==> src/rtl/updown_counter_param.sv <==
// Up/down modulo counter over 0..MAX_VAL with step, load, and wrap/saturate boundary handling.
// Latency: one cycle from sampled inputs to counter_out/bound_pulse; no backpressure, an update is taken every edge.
module updown_counter_param #(
  parameter int              WIDTH    = 8,
  parameter logic [WIDTH-1:0] MAX_VAL = {WIDTH{1'b1}},
  parameter bit              SATURATE = 1'b0
) (
  input  logic             clk,
  input  logic             rst_n,
  input  logic             enable,
  input  logic             direction,
  input  logic [WIDTH-1:0] step,
  input  logic             load,
  input  logic [WIDTH-1:0] load_value,
  output logic [WIDTH-1:0] counter_out,
  output logic             at_max,
  output logic             at_min,
  output logic             bound_pulse
);

  if (WIDTH < 1 || WIDTH > 32) begin : g_bad_width
    $error("updown_counter_param: WIDTH must be in 1..32");
  end
  if (MAX_VAL == '0) begin : g_bad_max
    $error("updown_counter_param: MAX_VAL must be at least 1");
  end

  // All range arithmetic is one bit wider so MAX_VAL+1 and up-sums never overflow.
  localparam logic [WIDTH:0] MAX_EXT = {1'b0, MAX_VAL};
  localparam logic [WIDTH:0] MOD     = MAX_EXT + {{WIDTH{1'b0}}, 1'b1};

  logic [WIDTH-1:0] count_q;
  logic             pulse_q;
  logic [WIDTH-1:0] count_nxt;
  logic             pulse_nxt;
  logic [WIDTH:0]   cnt_ext;
  logic [WIDTH:0]   step_eff;
  logic [WIDTH:0]   sum;

  assign cnt_ext  = {1'b0, count_q};
  // Out-of-range steps fold back into the count range instead of escaping it.
  assign step_eff = {1'b0, step} % MOD;
  assign sum      = cnt_ext + step_eff;

  always_comb begin
    count_nxt = count_q;
    pulse_nxt = 1'b0;
    if (load) begin
      count_nxt = (load_value > MAX_VAL) ? MAX_VAL : load_value;
    end else if (enable) begin
      if (direction) begin
        if (sum <= MAX_EXT) begin
          count_nxt = WIDTH'(sum);
        end else begin
          pulse_nxt = 1'b1;
          count_nxt = SATURATE ? MAX_VAL : WIDTH'(sum - MOD);
        end
      end else begin
        if (cnt_ext >= step_eff) begin
          count_nxt = WIDTH'(cnt_ext - step_eff);
        end else begin
          pulse_nxt = 1'b1;
          count_nxt = SATURATE ? '0 : WIDTH'(cnt_ext + MOD - step_eff);
        end
      end
    end
  end

  always_ff @(posedge clk or negedge rst_n) begin
    if (!rst_n) begin
      count_q <= '0;
      pulse_q <= 1'b0;
    end else begin
      count_q <= count_nxt;
      pulse_q <= pulse_nxt;
    end
  end

  assign counter_out = count_q;
  assign bound_pulse = pulse_q;
  assign at_max      = (count_q == MAX_VAL);
  assign at_min      = (count_q == '0);

  a_step_range : assert property (@(posedge clk) disable iff (!rst_n)
    (enable && !load) |-> (step <= MAX_VAL))
    else $error("updown_counter_param: step %0d exceeds MAX_VAL %0d", step, MAX_VAL);

  a_count_range : assert property (@(posedge clk) disable iff (!rst_n)
    count_q <= MAX_VAL)
    else $error("updown_counter_param: count %0d outside range", count_q);

endmodule

==> config.mk <==
export PLATFORM = sky130hd
export DESIGN_NAME = updown_counter_param
export DESIGN_NICKNAME = d
export VERILOG_FILES = /design/src/rtl/updown_counter_param.sv
export SDC_FILE = /design/constraint.sdc
export NUM_CORES = 1
export LEC_CHECK = 0
export CAP_MARGIN = 0
export CELL_PAD_IN_SITES_DETAIL_PLACEMENT = 0
export CELL_PAD_IN_SITES_GLOBAL_PLACEMENT = 2
export CORE_ASPECT_RATIO = 1.2
export CORE_MARGIN = 2
export CORE_UTILIZATION = 35
export CTS_CLUSTER_DIAMETER = 80
export DETAILED_ROUTE_END_ITERATION = 16
export DONT_BUFFER_PORTS = 1
export PLACE_DENSITY_LB_ADDON = 0.15
export RECOVER_POWER = 50
export SYNTH_ARGS = -nofsm -noshare
export SYNTH_HDL_FRONTEND = slang
export SYNTH_SLANG_ARGS = --single-unit
==> constraint.sdc <==
create_clock -name clk -period 2.5 [get_ports clk]
set_clock_uncertainty 0.2 [all_clocks]
set_input_delay 0.375 -clock clk [delete_from_list [all_inputs] [get_ports clk]]
set_output_delay 0.375 -clock clk [all_outputs]
set_load 0.1 [all_outputs]
==> flow_metrics.py, run 1 <==
metrics = {
    "status": {
        "status": "complete, no violations",
    },
    "routing": {
        "first_iter_violations": 31,
        "drt-vias-per-instance": 5.57,
        "route.vias.total": 1098,
        "routed_wl_um": 3220,
        "wire_per_inst_um": 16.4,
        "ant_nets": 0,
        "drc": 0,
        "first_pass_iters": 4,
    },
    "grt": {
        "grtUsageTotal_pct": 17.7,
        "antenna_found_initial": 0,
        "grt_pass1_vias": 1080,
        "grt_pass1_wl_um": 5140,
        "grt_max_degree": 19,
        "overflow": 0,
    },
    "clock_tree": {
        "cts-root-buf": "clkbuf_8",
        "clk_latency_ns": 0.23,
        "cts_inserted_buffers": 3,
        "clockBufferDepth": 2,
        "clk_pin_slew_ns": 0.04,
        "cts_tree": "done",
        "clock_sinks": 9,
        "ctsHtreeMaxLevel": 1,
        "post-cts-setup-buffers": 0,
    },
    "timing": {
        "hold_violations": 0,
        "finalSetupViolCount": 0,
        "setup_slack_ns": 0.0834,
        "maxSlewHeadroom_pct": 22.9,
        "timing.final.crit_share_pct": 96.7,
        "rsz0062_at_grt": "false",
        "final.min_clock_period_ns": 2.42,
        "tightest_slew_ns": 1.16,
        "clock.fmax_ghz": 0.414,
        "maxSlewViolCount": 0,
        "tns_ns": 0,
    },
    "synthesis": {
        "syn_area_per_cell_um2": 7.93,
        "yosys_warnings": 0,
        "yosys_most_used_dff": "dfrtp_1",
        "syn_nets": 187,
        "synth_top_area_share_pct": 19.2,
        "syn_inst": 148,
        "synth_top_family_by_area": "compound AO/OA/AOI/OAI gates",
        "synth.largest_area_cell": "dfrtp_1",
        "synth_adder_area_share_pct": 20.5,
        "syn_area_um2": 1170,
        "synth_compound_gate_area_share_pct": 25.7,
        "synth_xor_area_share_pct": 3.73,
        "yosys.area_share.simple_pct": 20.1,
        "synthTopCellsByArea": "dfrtp_1, ha_1, a21oi_1",
        "synth_edf_count": 0,
        "synthMuxAreaShare_pct": 1.81,
        "ys_ff_latch": 9,
        "yosysSeqAreaShare_pct": 19.2,
        "post_synth_num_cell_types": 42,
        "synth-async-reset-ratio_pct": 100,
    },
    "critical_path": {
        "startpoint_type": "flop",
        "crit_fanout": 5,
        "worst-setup-path-type": "flop to output pin",
        "crit_arrival_ns": 1.84,
        "cp_data_required_time_ns": 1.92,
        "end_kind": "output pin",
    },
    "placed_design": {
        "hpwl_um": 2640,
        "gp_congestion": 0.785,
        "io_buffers": 0,
        "post-place-ws_ns": 0.162,
    },
    "floorplanning": {
        "num_rows": 23,
        "core-area_um2": 3280,
        "fp.dieW_um": 56.9,
        "dieHeight_um": 67.4,
        "dieArea_um2": 3830,
        "io-pin-count": 32,
        "start_util_pct": 35.8,
    },
    "layout": {
        "area_growth_syn_to_layout_pct": 16.5,
        "diodes": 0,
        "nFillCells": 336,
        "final_net_count": 200,
        "layout_common_cells": "inv_1, ha_1, a21oi_1, nor2_1, o21ai_0",
        "layout-drive-gt1-share_pct": 14.4,
    },
    "power": {
        "p_total_mw": 0.897,
        "p_leak_nw": 0.582,
        "irDropWorstVdd_mv": 0.493,
        "pwr_density_cell_nw_per_um2": 656,
    },
    "job": {
        "drv_cap": 0,
    },
    "worst_hold_path": {
        "holdCritPathClass": "input port to flop",
    },
}
critical path: stages, from the launching register on:
cell and delay, ns:
dfrtp_2 0.44, buf_4 0.25, or4_1 0.61, nor2_4 0.13, buf_12 0.18
cells by family (layout without fill, tap and decap cells):
family	after synthesis	after routing
AOI/OAI and AO/OA	47	47
and+or+nand+nor	45	45
xor gates and xnor gates	5	5
adders and majority gates	18	18
DFF	9	9
muxes	2	2
buffers and inverters	22	34
power breakdown:
part           internal (mW)  total [mW]  switching, mW
Sequential             0.170       0.196         0.0257
Combinational          0.167       0.534          0.368
Clock                  0.111       0.167         0.0560
Total                  0.448       0.897          0.449
per-layer routing:
metal	up-vias	part of all wire [%]	wire [um]	global-route usage, %
met2	32	52	1680	32.6
met4	0	0.84	27	2.03
li1	558	-	-	-
met5	-	0	0	0
met3	2	4.9	157	4.98
met1	506	42	1360	21.1
registers in the layout, indices dropped and copies added, names as in the netlist:
register	cells
counter_out	8
bound_pulse	1
layout make-up:
| class | count | area, um2 | share of cell area, % |
|---|---|---|---|
| multi-input cells | 117 | 862 | 63.0 |
| flip-flops and latches | 9 | 231 | 16.9 |
| repair buffers | 14 | 123 | 8.97 |
| inverters | 16 | 60.1 | 4.39 |
| well taps | 37 | 46.3 | 3.39 |
| clock buffers | 4 | 45.0 | 3.29 |
cell usage after synthesis (2+ instances only):
cell and number:
ha_1 16, inv_1 16, nor2_1 14, a21oi_1 13, o21ai_0 11, dfrtp_1 9, nand2_1 6, nand2b_1 5
a211oi_1 4, nor3_1 4, nand4_1 3, nor3b_1 3, o211ai_1 3, xor2_1 3, a221oi_1 2, clkbuf_1 2
fa_1 2, nand3_1 2, nor2b_1 2, o21ai_1 2, o21bai_1 2, o31ai_1 2, or4_1 2, xnor2_1 2
per-stage QoR:
step	area [um2]	std cells	util (%)	hold slack (ns)
floorplan	1190	148	-	-0.121
global route	1370	197	41.7	0.0391
detailed placement	1320	192	40.2	-0.120
global placement	1320	192	40.2	-0.120
CTS	1370	197	41.9	0.0414
finish	1370	197	41.7	0.0432
repair_timing:
action / in CTS / in global routing
hold buffers: 1 / 0
endpoints found under the hold margin: 9 / 0
resized for setup: 0 / 1
endpoints found under the setup margin: 0 / 1
final timing paths:
check,start,endpoint,slack [ns],cells past startpoint
setup reg to reg,counter_out[0],counter_out[4],0.19,9
max in group asynchronous,rst_n,counter_out[0],1.43,1
min in group asynchronous,rst_n,counter_out[5],0.33,1
hold reg to reg,counter_out[0],counter_out[0],0.61,3
hold / removal,load,counter_out[0],0.04,1
setup / recovery,counter_out[1],at_min,0.08,4
No activity file was read; power rests on OpenSTA's default activity.
==> run 2, diff against run 1 <==
ABC_AREA = 1   (was unset)
CORE_UTILIZATION = 33   (was 35)
==> flow_metrics.py, run 2 <==
metrics = {
    "synthesis": {
        "synthTopCellsByArea": "dfrtp_1, nand2_1, ha_1",
        "syn_area_um2": 1180,
        "syn_area_per_cell_um2": 6.53,
        "synthMuxAreaShare_pct": 0,
        "synth_edf_count": 0,
        "syn_inst": 181,
        "synth-async-reset-ratio_pct": 100,
        "yosysSeqAreaShare_pct": 19.1,
        "yosys.area_share.simple_pct": 36.1,
        "yosys-top-cells-count": "nand2_1, inv_1, ha_1, nand3_1, nor2_1",
        "syn_nets": 220,
        "yosys_warnings": 0,
        "yosysMostFrequentCell": "nand2_1",
        "synth.largest_area_cell": "dfrtp_1",
        "synth_top_family_by_area": "simple AND/OR/NAND/NOR gates",
        "post_synth_num_cell_types": 26,
        "synth_top_area_share_pct": 19.1,
        "synth_adder_area_share_pct": 20.3,
        "yosys_most_used_dff": "dfrtp_1",
        "ys_ff_latch": 9,
        "synth_xor_area_share_pct": 0.742,
        "synth_compound_gate_area_share_pct": 12.6,
    },
    "grt": {
        "overflow": 0,
        "antenna_found_initial": 0,
        "grt_pass1_wl_um": 5610,
        "grt_max_degree": 11,
        "grtUsageTotal_pct": 18.0,
        "grt_pass1_vias": 1209,
    },
    "layout": {
        "area_growth_syn_to_layout_pct": 17.2,
        "diodes": 0,
        "layout_common_cells": "nand2_1, inv_1, ha_1, nand3_1, nor2_1",
        "final_net_count": 235,
        "largest_reg_flops": 8,
        "layout_commonest_cell": "nand2_1",
        "fin_area_um2": 1380,
        "layout-drive-gt1-share_pct": 12.8,
    },
    "placed_design": {
        "post-place-ws_ns": 0.536,
        "io_buffers": 0,
        "gp_congestion": 0.841,
        "hpwl_um": 2800,
        "placed_area_um2": 1340,
    },
    "power": {
        "irDropWorstVdd_mv": 0.359,
        "pwr_density_cell_nw_per_um2": 634,
        "p_total_mw": 0.877,
        "p_leak_nw": 0.741,
    },
    "clock_tree": {
        "post_cts_resized": 0,
        "clock_sinks": 9,
        "clk_pin_slew_ns": 0.05,
        "ctsHtreeMaxLevel": 1,
        "clockBufferDepth": 2,
        "cts_tree": "done",
        "clk_latency_ns": 0.23,
        "cts-root-buf": "clkbuf_8",
        "cts_inserted_buffers": 3,
    },
    "routing": {
        "routed_wl_um": 3310,
        "route.vias.total": 1184,
        "drc": 4,
        "wire_per_inst_um": 14.3,
        "first_iter_violations": 38,
        "ant_nets": 0,
        "first_pass_iters": 10,
        "drt-vias-per-instance": 5.10,
    },
    "timing": {
        "final.min_clock_period_ns": 2.14,
        "tns_ns": 0,
        "clock.fmax_ghz": 0.467,
        "hold_violations": 0,
        "finalSetupViolCount": 0,
        "maxSlewHeadroom_pct": 20.0,
        "rsz0062_at_grt": "false",
        "tightest_slew_ns": 1.20,
        "setup_slack_ns": 0.357,
        "maxSlewViolCount": 0,
        "timing.final.crit_share_pct": 85.7,
    },
    "floorplanning": {
        "dieArea_um2": 4080,
        "dieHeight_um": 69.5,
        "fp.dieW_um": 58.6,
        "io-pin-count": 32,
        "num_rows": 23,
        "core-area_um2": 3400,
        "start_util_pct": 34.8,
    },
    "critical_path": {
        "startpoint_type": "flop",
        "worst-setup-path-type": "flop to output pin",
        "r2r_slack_ns": 0.41,
        "end_kind": "output pin",
        "cpPeakStageDelay_ns": 0.45,
        "cpMaxStageDelayCell": "dfrtp_1",
        "path_cells": "buf_4 > nor2_1 > nand2_1 > nor3_4 > buf_12",
        "rr_worst_depth": 4,
        "crit_fanout": 5,
        "crit_arrival_ns": 1.57,
        "cp_data_required_time_ns": 1.92,
    },
    "worst_hold_path": {
        "holdCritPathClass": "input port to flop",
        "min_delay_path_depth": 2,
    },
    "job": {
        "drv_cap": 0,
    },
    "status": {
        "status": "finished with violations",
        "violations": "DRC",
    },
}
[run 2: cell types whose count changed in the layout (fill, tap and decap cells not counted), moves of 6 or more]
cell and change:
inv_1 +10, nand3_1 +11, nand2_1 +51, o21ai_0 -6
[run 2: worst max-delay path: cells and delay by family (launching register included)]
kind                   cells  cell delay (ns)
AND/OR/NAND/NOR            3             0.40
flip-flops                 1             0.45
buffers and inverters      2             0.48
[run 2: final cells by class]
class	count	area (um2)
Clock buffer	4	45.0
Tap cell	37	46.3
Timing Repair Buffer	12	110
Fill cell	386	2010
Sequential cell	9	226
Inverter	30	113
Multi-Input combinational cell	140	843
[run 2: worst paths after layout]
path                                      from             end
max in group asynchronous                rst_n  counter_out[0]
worst max register to register  counter_out[7]     bound_pulse
min in group asynchronous                rst_n     bound_pulse
worst max-delay path            counter_out[1]          at_min
worst min-delay path                      load  counter_out[2]
worst min register to register  counter_out[7]  counter_out[7]
[run 2: routing by layer]
layer / vias to the layer above / track usage (%) / routed length (um)
li1: 611 / - / -
met1: 541 / 23.0 / 1360
met2: 32 / 30.6 / 1760
met3: 0 / 4.85 / 179
met4: 0 / 2.27 / 0
met5: - / 0 / 0
[run 2: timing repair]
item / CTS / global route
hold buffers: 1 / 0
hold endpoints to repair: 9 / 0
setup buffers: 0 / 0
[run 2: cells by family after synthesis]
family,after synthesis
AO/OA/AOI/OAI,24
XOR/XNOR,1
adder cells (fa/ha/maj),18
buffers and inverters,32
flip-flops,9
AND/OR/NAND/NOR,97
[run 2: where the power goes]
group	switching [mW]	internal, mW	leakage, nW
registers	0.0314	0.166	0.109
clock network	0.0622	0.112	0.0228
logic	0.367	0.139	0.610
[run 2: through the flow]
stage          hold slack [ns]  cells  utilization, %
3_3_place_gp            -0.120    227            39.4
6_report                0.0753    232            40.8
5_1_grt                 0.0973    232            40.8
2_1_floorplan           -0.121    181               -
4_1_cts                 0.0755    232            41.0
3_5_place_dp            -0.120    227            39.4
==> run 3, diff against run 2 <==
ABC_AREA = unset   (was 1)
CORE_UTILIZATION = 37   (was 33)
CTS_BUF_LIST = sky130_fd_sc_hd__clkbuf_8   (was unset)
==> flow_metrics.py, run 3 (synthesis gave the netlist of run 1 again) <==
metrics = {
    "layout": {
        "nFillCells": 345,
        "ff_latch_area_um2": 231,
        "final_net_count": 199,
        "area_growth_syn_to_layout_pct": 15.7,
        "layout_common_cells": "inv_1, ha_1, a21oi_1, nor2_1, o21ai_0",
        "layout_commonest_cell": "inv_1",
        "largest_reg_flops": 8,
        "fin_area_um2": 1360,
        "layout-drive-gt1-share_pct": 13.8,
        "multiInputGateArea_um2": 865,
        "diodes": 0,
    },
    "grt": {
        "grt_pass1_vias": 1095,
        "grt_pass1_wl_um": 5150,
        "antenna_found_initial": 0,
        "overflow": 0,
        "grt_max_degree": 19,
        "grtUsageTotal_pct": 18.4,
    },
    "timing": {
        "finalSetupViolCount": 0,
        "rsz0062_at_grt": "false",
        "timing.final.crit_share_pct": 93.5,
        "maxSlewHeadroom_pct": 22.5,
        "hold_slack_ns": 0.0403,
        "clock.fmax_ghz": 0.428,
        "tns_ns": 0,
        "tightest_slew_ns": 1.17,
        "maxSlewViolCount": 0,
        "hold_violations": 0,
        "final.min_clock_period_ns": 2.34,
        "setup_slack_ns": 0.162,
    },
    "power": {
        "irDropWorstVdd_mv": 0.527,
        "seq_power_share_pct": 22.7,
        "p_leak_nw": 0.577,
        "power.switching_mw": 0.449,
        "p_total_mw": 0.889,
        "p_sw_share_pct": 50.5,
        "pwr_density_cell_nw_per_um2": 655,
        "p_comb_share_pct": 58.7,
        "pwr-share-clk_pct": 18.6,
        "intPower_mw": 0.440,
    },
    "placed_design": {
        "io_buffers": 0,
        "hpwl_um": 2480,
        "gp_congestion": 0.843,
        "post-place-ws_ns": 0.122,
        "placed_area_um2": 1310,
    },
    "critical_path": {
        "cp_data_required_time_ns": 1.92,
        "r2r_slack_ns": 0.21,
        "end_kind": "output pin",
        "crit_fanout": 6,
        "startpoint_type": "flop",
        "r2r_start": "counter_out[0]",
        "worst-setup-path-type": "flop to output pin",
        "rr_worst_depth": 8,
        "worst_r2r_endpoint": "counter_out[6]",
        "crit_arrival_ns": 1.76,
    },
    "clock_tree": {
        "clockBufferDepth": 2,
        "ctsHtreeMaxLevel": 1,
        "cts_tree": "done",
        "clk_pin_slew_ns": 0.05,
        "clk_latency_ns": 0.23,
        "cts-root-buf": "clkbuf_8",
        "cts_inserted_buffers": 3,
        "clock_sinks": 9,
        "post-cts-setup-buffers": 0,
    },
    "floorplanning": {
        "dieArea_um2": 3640,
        "io-pin-count": 32,
        "core-area_um2": 3060,
        "dieHeight_um": 65.7,
        "start_util_pct": 38.4,
        "num_rows": 22,
        "fp.dieW_um": 55.4,
    },
    "worst_hold_path": {
        "min_delay_path_depth": 1,
        "worstHoldStart": "load",
        "holdCritPathClass": "input port to flop",
        "hold_path_end": "counter_out[1]",
    },
    "routing": {
        "ant_nets": 0,
        "route.vias.total": 1104,
        "routed_wl_um": 3120,
        "first_pass_iters": 4,
        "drt-vias-per-instance": 5.66,
        "first_iter_violations": 36,
        "drc": 0,
        "wire_per_inst_um": 16.0,
    },
    "job": {
        "drv_cap": 0,
    },
    "status": {
        "status": "complete, no violations",
    },
}
==> run 3: worst max path at each step <==
stage / startpoint / end / slack, ns
CTS: counter_out[0] / counter_out[4] / 0.11
finish: counter_out[1] / at_max / 0.16
detailed placement: counter_out[0] / counter_out[4] / 0.12
global route: counter_out[0] / counter_out[6] / 0.05
floorplan: counter_out[4] / at_min / -0.05
global placement: counter_out[0] / counter_out[6] / 0.21
==> run 3: power by group through the flow <==
stage,clock (mW),sequential [mW],combinational [mW]
2_1_floorplan,0,0.358,0.263
3_3_place_gp,0,0.204,0.521
3_5_place_dp,0,0.205,0.519
4_1_cts,0.171,0.203,0.525
5_1_grt,0.184,0.207,0.567
6_report,0.165,0.202,0.521
==> run 3: layout make-up <==
| class | count | area share [%] |
|---|---|---|
| repair buffers | 13 | 8.20 |
| clock buffers | 3 | 3.04 |
| multi-input cells | 117 | 63.7 |
| well taps | 36 | 3.32 |
| flip-flops and latches | 9 | 17.1 |
| inverters | 16 | 4.42 |
| clock inverters | 1 | 0.276 |
==> run 3: routing by layer <==
layer,vias up,part of all wire [%],global-route usage [%]
met3,6,5.3,5.12
li1,551,-,-
met2,41,50,33.0
met5,-,0,0
met1,506,42,20.7
met4,0,2.1,6.40
==> run 3: stage by stage <==
step	cells	utilization [%]
2_1_floorplan	148	-
3_3_place_gp	190	42.9
3_5_place_dp	190	42.9
4_1_cts	195	44.7
5_1_grt	195	44.4
6_report	195	44.4
==> run 3: critical path, cell delays in order (launching register included) <==
cell and delay, ns:
dfrtp_2 0.42, clkbuf_2 0.51, nand4_1 0.24, nor2_4 0.17, buf_12 0.18
==> run 3: repair_timing <==
| action | CTS | global route |
|---|---|---|
| endpoints found under the hold margin | 9 | 0 |
| gates resized for setup | 0 | 3 |
| endpoints found under the setup margin | 0 | 2 |
| hold buffers | 1 | 0 |
